$ cat src/rtl/mips_ctrl_pkg.sv
// Shared encodings for the multicycle MIPS control FSM: states, decoded
// opcode/funct values, ALU operation codes and datapath mux encodings.
package mips_ctrl_pkg;

  typedef enum logic [3:0] {
    ST_FETCH     = 4'd0,
    ST_DECODE    = 4'd1,
    ST_MEM_ADDR  = 4'd2,
    ST_MEM_READ  = 4'd3,
    ST_MEM_WB    = 4'd4,
    ST_MEM_WRITE = 4'd5,
    ST_EXEC      = 4'd6,
    ST_R_WB      = 4'd7,
    ST_BRANCH    = 4'd8,
    ST_ADDI_EXEC = 4'd9,
    ST_ADDI_WB   = 4'd10,
    ST_JUMP      = 4'd11,
    ST_TRAP      = 4'd12
  } state_e;

  // Opcodes (IR[31:26])
  localparam logic [5:0] OP_RTYPE = 6'h00;
  localparam logic [5:0] OP_LW    = 6'h23;
  localparam logic [5:0] OP_SW    = 6'h2B;
  localparam logic [5:0] OP_BEQ   = 6'h04;
  localparam logic [5:0] OP_ADDI  = 6'h08;
  localparam logic [5:0] OP_J     = 6'h02;

  // R-type funct codes (IR[5:0])
  localparam logic [5:0] FN_ADD = 6'h20;
  localparam logic [5:0] FN_SUB = 6'h22;
  localparam logic [5:0] FN_AND = 6'h24;
  localparam logic [5:0] FN_OR  = 6'h25;
  localparam logic [5:0] FN_SLT = 6'h2A;

  // ALU operation codes
  localparam logic [3:0] ALU_AND = 4'b0000;
  localparam logic [3:0] ALU_OR  = 4'b0001;
  localparam logic [3:0] ALU_ADD = 4'b0010;
  localparam logic [3:0] ALU_SUB = 4'b0110;
  localparam logic [3:0] ALU_SLT = 4'b0111;

  // ALU operand B select
  localparam logic [1:0] SRCB_B      = 2'b00;
  localparam logic [1:0] SRCB_FOUR   = 2'b01;
  localparam logic [1:0] SRCB_IMM    = 2'b10;
  localparam logic [1:0] SRCB_IMM_SH = 2'b11;

  // Next-PC select
  localparam logic [1:0] PCSRC_ALU    = 2'b00;
  localparam logic [1:0] PCSRC_ALUOUT = 2'b01;
  localparam logic [1:0] PCSRC_JUMP   = 2'b10;

  // States that complete an instruction unconditionally; MEM_WRITE retires
  // only together with mem_ready and is handled separately.
  function automatic logic is_uncond_retire(input state_e s);
    return (s == ST_MEM_WB) || (s == ST_R_WB) || (s == ST_BRANCH) ||
           (s == ST_ADDI_WB) || (s == ST_JUMP);
  endfunction

endpackage

$ cat src/rtl/mips_alu_decoder.sv
// Combinational R-type funct decoder: ALU operation plus a flag telling the
// FSM whether the funct is one we implement (otherwise the instruction traps).
module mips_alu_decoder
  import mips_ctrl_pkg::*;
(
  input  logic [5:0] funct,
  output logic [3:0] alu_ctrl,
  output logic       funct_legal
);

  // Map funct to ALU operation; unknown functs fall back to ADD and are flagged
  always_comb begin
    alu_ctrl    = ALU_ADD;
    funct_legal = 1'b1;
    case (funct)
      FN_ADD:  alu_ctrl = ALU_ADD;
      FN_SUB:  alu_ctrl = ALU_SUB;
      FN_AND:  alu_ctrl = ALU_AND;
      FN_OR:   alu_ctrl = ALU_OR;
      FN_SLT:  alu_ctrl = ALU_SLT;
      default: funct_legal = 1'b0;
    endcase
  end

endmodule

$ cat src/rtl/mips_multicycle_ctrl.sv
// Multicycle MIPS control FSM: sequences a shared-ALU, unified-memory
// datapath, stalls on mem_ready, traps illegal instructions and counts
// retired instructions.
module mips_multicycle_ctrl
  import mips_ctrl_pkg::*;
#(
  parameter int CNT_W = 32
) (
  input  logic             clk,
  input  logic             rst_n,
  input  logic [5:0]       opcode,
  input  logic [5:0]       funct,
  input  logic             zero,
  input  logic             mem_ready,
  output logic             pc_we,
  output logic             ir_we,
  output logic             reg_we,
  output logic             mem_re,
  output logic             mem_we,
  output logic             iord,
  output logic             reg_dst,
  output logic             mem_to_reg,
  output logic             alu_src_a,
  output logic [1:0]       alu_src_b,
  output logic [3:0]       alu_ctrl,
  output logic [1:0]       pc_src,
  output logic             illegal,
  output logic [3:0]       state,
  output logic [CNT_W-1:0] instr_count
);

  state_e           state_q, state_d;
  logic             illegal_q, illegal_d;
  logic [CNT_W-1:0] count_q, count_d;

  logic [3:0] fn_alu_ctrl;
  logic       fn_legal;

  // Ungated enables; they are masked by rst_n before leaving the block
  logic pc_we_raw, ir_we_raw, reg_we_raw, mem_re_raw, mem_we_raw;
  logic retire;

  mips_alu_decoder u_alu_dec (
    .funct       (funct),
    .alu_ctrl    (fn_alu_ctrl),
    .funct_legal (fn_legal)
  );

  // Next-state logic and per-state datapath controls
  always_comb begin
    state_d    = state_q;
    pc_we_raw  = 1'b0;
    ir_we_raw  = 1'b0;
    reg_we_raw = 1'b0;
    mem_re_raw = 1'b0;
    mem_we_raw = 1'b0;
    iord       = 1'b0;
    reg_dst    = 1'b0;
    mem_to_reg = 1'b0;
    alu_src_a  = 1'b0;
    alu_src_b  = SRCB_B;
    alu_ctrl   = ALU_ADD;
    pc_src     = PCSRC_ALU;

    case (state_q)
      ST_FETCH: begin
        mem_re_raw = 1'b1;
        alu_src_b  = SRCB_FOUR;
        if (mem_ready) begin
          pc_we_raw = 1'b1;
          ir_we_raw = 1'b1;
          state_d   = ST_DECODE;
        end
      end
      ST_DECODE: begin
        // Precompute the branch target into ALUOut while dispatching
        alu_src_b = SRCB_IMM_SH;
        case (opcode)
          OP_RTYPE:     state_d = fn_legal ? ST_EXEC : ST_TRAP;
          OP_LW, OP_SW: state_d = ST_MEM_ADDR;
          OP_BEQ:       state_d = ST_BRANCH;
          OP_ADDI:      state_d = ST_ADDI_EXEC;
          OP_J:         state_d = ST_JUMP;
          default:      state_d = ST_TRAP;
        endcase
      end
      ST_MEM_ADDR: begin
        alu_src_a = 1'b1;
        alu_src_b = SRCB_IMM;
        state_d   = (opcode == OP_SW) ? ST_MEM_WRITE : ST_MEM_READ;
      end
      ST_MEM_READ: begin
        mem_re_raw = 1'b1;
        iord       = 1'b1;
        if (mem_ready) state_d = ST_MEM_WB;
      end
      ST_MEM_WB: begin
        reg_we_raw = 1'b1;
        mem_to_reg = 1'b1;
        state_d    = ST_FETCH;
      end
      ST_MEM_WRITE: begin
        mem_we_raw = 1'b1;
        iord       = 1'b1;
        if (mem_ready) state_d = ST_FETCH;
      end
      ST_EXEC: begin
        alu_src_a = 1'b1;
        alu_ctrl  = fn_alu_ctrl;
        state_d   = ST_R_WB;
      end
      ST_R_WB: begin
        reg_we_raw = 1'b1;
        reg_dst    = 1'b1;
        state_d    = ST_FETCH;
      end
      ST_BRANCH: begin
        alu_src_a = 1'b1;
        alu_ctrl  = ALU_SUB;
        pc_src    = PCSRC_ALUOUT;
        pc_we_raw = zero;
        state_d   = ST_FETCH;
      end
      ST_ADDI_EXEC: begin
        alu_src_a = 1'b1;
        alu_src_b = SRCB_IMM;
        state_d   = ST_ADDI_WB;
      end
      ST_ADDI_WB: begin
        reg_we_raw = 1'b1;
        state_d    = ST_FETCH;
      end
      ST_JUMP: begin
        pc_src    = PCSRC_JUMP;
        pc_we_raw = 1'b1;
        state_d   = ST_FETCH;
      end
      ST_TRAP: begin
        // Absorbing: nothing is driven and only reset leaves
        state_d = ST_TRAP;
      end
      default: state_d = ST_TRAP;
    endcase
  end

  // Retire bookkeeping and sticky trap flag
  always_comb begin
    retire    = is_uncond_retire(state_q) ||
                ((state_q == ST_MEM_WRITE) && mem_ready);
    count_d   = retire ? count_q + CNT_W'(1) : count_q;
    illegal_d = illegal_q || (state_d == ST_TRAP);
  end

  // State registers with asynchronous active-low reset
  always_ff @(posedge clk or negedge rst_n) begin
    if (!rst_n) begin
      state_q   <= ST_FETCH;
      illegal_q <= 1'b0;
      count_q   <= '0;
    end else begin
      state_q   <= state_d;
      illegal_q <= illegal_d;
      count_q   <= count_d;
    end
  end

  // Enables are forced low while reset is held so an aborted access stops at once
  always_comb begin
    pc_we  = pc_we_raw  & rst_n;
    ir_we  = ir_we_raw  & rst_n;
    reg_we = reg_we_raw & rst_n;
    mem_re = mem_re_raw & rst_n;
    mem_we = mem_we_raw & rst_n;
  end

  assign illegal     = illegal_q;
  assign state       = state_q;
  assign instr_count = count_q;

endmodule
$ cat config.mk
export PLATFORM = sky130hd
export DESIGN_NAME = mips_multicycle_ctrl
export DESIGN_NICKNAME = d
export VERILOG_FILES = /design/src/rtl/mips_ctrl_pkg.sv /design/src/rtl/mips_alu_decoder.sv /design/src/rtl/mips_multicycle_ctrl.sv
export SDC_FILE = /design/constraint.sdc
export NUM_CORES = 1
export LEC_CHECK = 0
export ABC_AREA = 1
export BUFFER_PORTS_ARGS = -buffer_cell sky130_fd_sc_hd__buf_2
export CAP_MARGIN = 20
export CORE_UTILIZATION = 50
export CTS_BUF_LIST = sky130_fd_sc_hd__clkbuf_2 sky130_fd_sc_hd__clkbuf_4 sky130_fd_sc_hd__clkbuf_8
export CTS_CLUSTER_DIAMETER = 100
export DETAILED_ROUTE_END_ITERATION = 10
export GPL_TIMING_DRIVEN = 0
export PLACE_DENSITY = 0.77
export SYNTH_ARGS = -nofsm -noshare
export SYNTH_HDL_FRONTEND = slang
export SYNTH_SLANG_ARGS = --single-unit
export TNS_END_PERCENT = 30
$ cat constraint.sdc
create_clock -name clk -period 1.78 [get_ports clk]
set_clock_uncertainty 0.2 [all_clocks]
set_input_delay 0.356 -clock clk [delete_from_list [all_inputs] [get_ports clk]]
set_output_delay 0.356 -clock clk [all_outputs]
set_load 0.02 [all_outputs]
==> run_results.csv <==
group,metric,value,unit
timing,slew_headroom,66.42,%
grt,grt_pass1_wl,12050,um
power_and_ir_drop,p_sw,1769,uW
power_and_ir_drop,p_leak,0.001927,uW
floorplanning,die_h,75.44,um
synthesis,synth_top_flop_cell,"dfrtp_1",
power_and_ir_drop,peakVddDrop,0.7010,mV
power_and_ir_drop,power_frac_seq,28.3,%
placed_design,place_congestion,0.9344,
synthesis,ys_seq_area_share,34.34,%
detailed_routing,viasPerCell,5.111,
setup_path,crit_type,"flip-flop to primary output",
floorplanning,start_util,52.46,%
clock_network,cts_tree,"yes",
clock_network,clkTransAtPathRegs,0.08,ns
floorplanning,num_rows,26,
floorplanning,coreArea,0.005140,mm2
synthesis,syn_area,0.002696,mm2
synthesis,yosys_warnings,0,
setup_path,cp_max_fo,5,
final_layout,drive_gt1_share,26.83,%
clock_network,cts_buffers,5,
clock_network,clock_path_buffers,2,
grt,track_usage,28.24,%
clock_network,clock_latency,0.30,ns
run_status,violations,"negative hold slack, negative setup slack",
timing,fin_ws,-0.2902,ns
run,cap_viol_max_count,0,
final_layout,fin_util,70.55,%
detailed_routing,drtAntennaViolNets,0,
detailed_routing,vias,3082,
floorplanning,dieArea,0.005690,mm2
detailed_routing,avgRoutedWirePerCell,12.92,um
setup_path,cp_data_required_time,1.22,ns
placed_design,dp_hpwl,5590,um
placed_design,dp_slack,-0.4087,ns
detailed_routing,drt_iter0_markers,198,
synthesis,syn_inst,442,
grt,grt_overflow,0,
timing,slew_violations,0,
timing,setup_viol,43,
clock_network,ctsRootBufferMaster,"clkbuf_8",
final_layout,final_cell_mix,"183 x nand2_1, 65 x nor2_1, 53 x buf_2",
timing,grt_setup_unrepaired,"yes",
detailed_routing,drc_errors,0,
final_layout,area_growth,34.48,%
final_layout,final_common_cell,"nand2_1",
power_and_ir_drop,comb_power_share,52.3,%
power_and_ir_drop,p_int,2229,uW
final_layout,fin_nets,549,
synthesis,ys_types,27,
grt,grt_max_degree,41,
timing,finalCritPeriodShare,116.3,%
power_and_ir_drop,switching_share,44.24,%
synthesis,syn-num-nets,459,
setup_path,critPathCaptureType,"primary output",
run_status,outcome,"complete, but fails checks",
setup_path,startpoint_type,"flip-flop",
grt,antenna_found_initial,0,
setup_path,regToRegSetupSlack,-0.10,ns
timing,fin_crit,2.070,ns
worst_hold_path,hold_class,"input pin to async pin",
power_and_ir_drop,clkPwrFrac,19.4,%
synthesis,synth_edf_count,0,
floorplanning,die_x,75.44,um
synthesis,synthArstFlopShare,100.0,%
final_layout,n_antenna_cell,0,
timing,hold_viol,37,
timing,setup_tns,-3.685,ns
setup_path,crit_arrival,1.51,ns
floorplanning,io_pins,70,
timing,max_freq,483.0,MHz
timing,worstMarginPinSlew,0.5037,ns
setup_path,slowest_delay,0.47,ns
clock_network,clock-sinks,37,
placed_design,port_buffers,68,
timing,hold_ws,-0.1751,ns
setup_path,critPathSlowestCell,"dfrtp_2",
detailed_routing,wirelength,7793,um
clock_network,cts-htree-levels,2,
synthesis,synth_seq_cells,37,
setup_path,critPathMostFrequentCell,"nor2_4",
setup_path,critPathBufInv,3,
grt,grt_pass1_vias,2603,
synthesis,avgSynthCellArea,6.100,um2
power_and_ir_drop,power_density,1103,mW/mm2
detailed_routing,dr.pass1.iters,5,
setup_path,path_delay_family,"simple AND/OR/NAND/NOR gates",
setup_path,crit_chain,"nor2_4 > inv_4 > nor2_4 > nand2_4 > nand3_2 > nand2_1 > inv_1 > buf_6",
[synthesized netlist by cell type (2+ instances only)]
master	number	area, um2
dfrtp_1	37	925.9
nand3_1	27	135.1
buf_6	3	33.78
a21oi_1	3	15.01
o21ai_0	8	40.04
nor2_1	75	281.5
buf_2	2	10.01
nand3b_1	8	60.06
nand2_2	2	12.51
nor3_1	11	55.05
xor2_1	11	96.34
xnor2_1	3	26.28
inv_1	45	168.9
nand4_1	3	18.77
nor2_2	3	18.77
nand2_1	188	705.7
inv_2	3	11.26
[worst register-to-register path: cells and delay by family, from the launching register on]
family	cells	cell delay [ns]
buffers and inverters	3	0.48
AND/OR/NAND/NOR	6	0.53
flip-flops	1	0.43
XOR/XNOR	1	0.13
[flip-flops by register name, indices dropped and copies added, names as in the netlist]
name / cells
state: 4
illegal: 1
instr_count: 32
[worst paths after layout]
path / to / from / cells after the start
worst max-delay path: pc_we / state[3] / 8
worst min-delay path: instr_count[2] / rst_n / 1
worst max register to register: instr_count[6] / state[1] / 10
worst min register to register: illegal / illegal / 2
max in group asynchronous: state[3] / rst_n / 1
min in group clk: state[2] / opcode[3] / 3
[per-layer routing]
layer / up-vias / part of all wire [%] / global-route usage [%]
met3: 18 / 7.2 / 4.630
met2: 133 / 47 / 44.84
met4: 0 / 2.0 / 10.91
met5: - / 0 / 0
li1: 1537 / - / -
met1: 1394 / 44 / 38.59
[per-stage QoR]
stage          std cells  instance area [um2]  hold WS [ns]  total power (uW)
4_1_cts              599                 3495       -0.1608              3787
2_1_floorplan        442                 2716       -0.1396              2161
3_5_place_dp         580                 3144        0.2497              2638
5_1_grt              603                 3626       -0.1397              4226
3_3_place_gp         580                 3144        0.2461              2608
6_report             603                 3626       -0.1751              3998
[layout make-up]
class,instances,area [um2]
Inverter,48,185.2
Clock inverter,2,37.54
Clock buffer,6,82.58
Fill cell,432,1514
Tap cell,70,87.58
Buffer,6,60.06
Timing Repair Buffer,83,524.3
Multi-Input combinational cell,351,1717
Sequential cell,37,932.1
[logic make-up after synthesis]
kind of cell | share of synthesized area, %
AND/OR/NAND/NOR | 48.86
buffers and inverters | 8.585
flip-flops | 34.34
XOR/XNOR | 5.151
AO/OA/AOI/OAI | 2.459
adder cells (fa/ha/maj) | 0.4640
other | 0.1391
[power by group through the flow]
stage / sequential [uW] / combinational (uW) / clock, uW
floorplan: 1220 / 944 / 0
global placement: 1110 / 1500 / 0
detailed placement: 1110 / 1530 / 0
CTS: 1110 / 1890 / 793
global route: 1150 / 2260 / 821
finish: 1130 / 2090 / 776
[repair_timing]
item                                    4_1_cts  5_1_grt
gates cloned                                  0        0
setup buffers                                11        4
gates resized for setup                      49       30
pin swaps                                     5        8
endpoints found under the hold margin        37       37
endpoints found under the setup margin       26       46
Power figures use the tool's default switching activity.
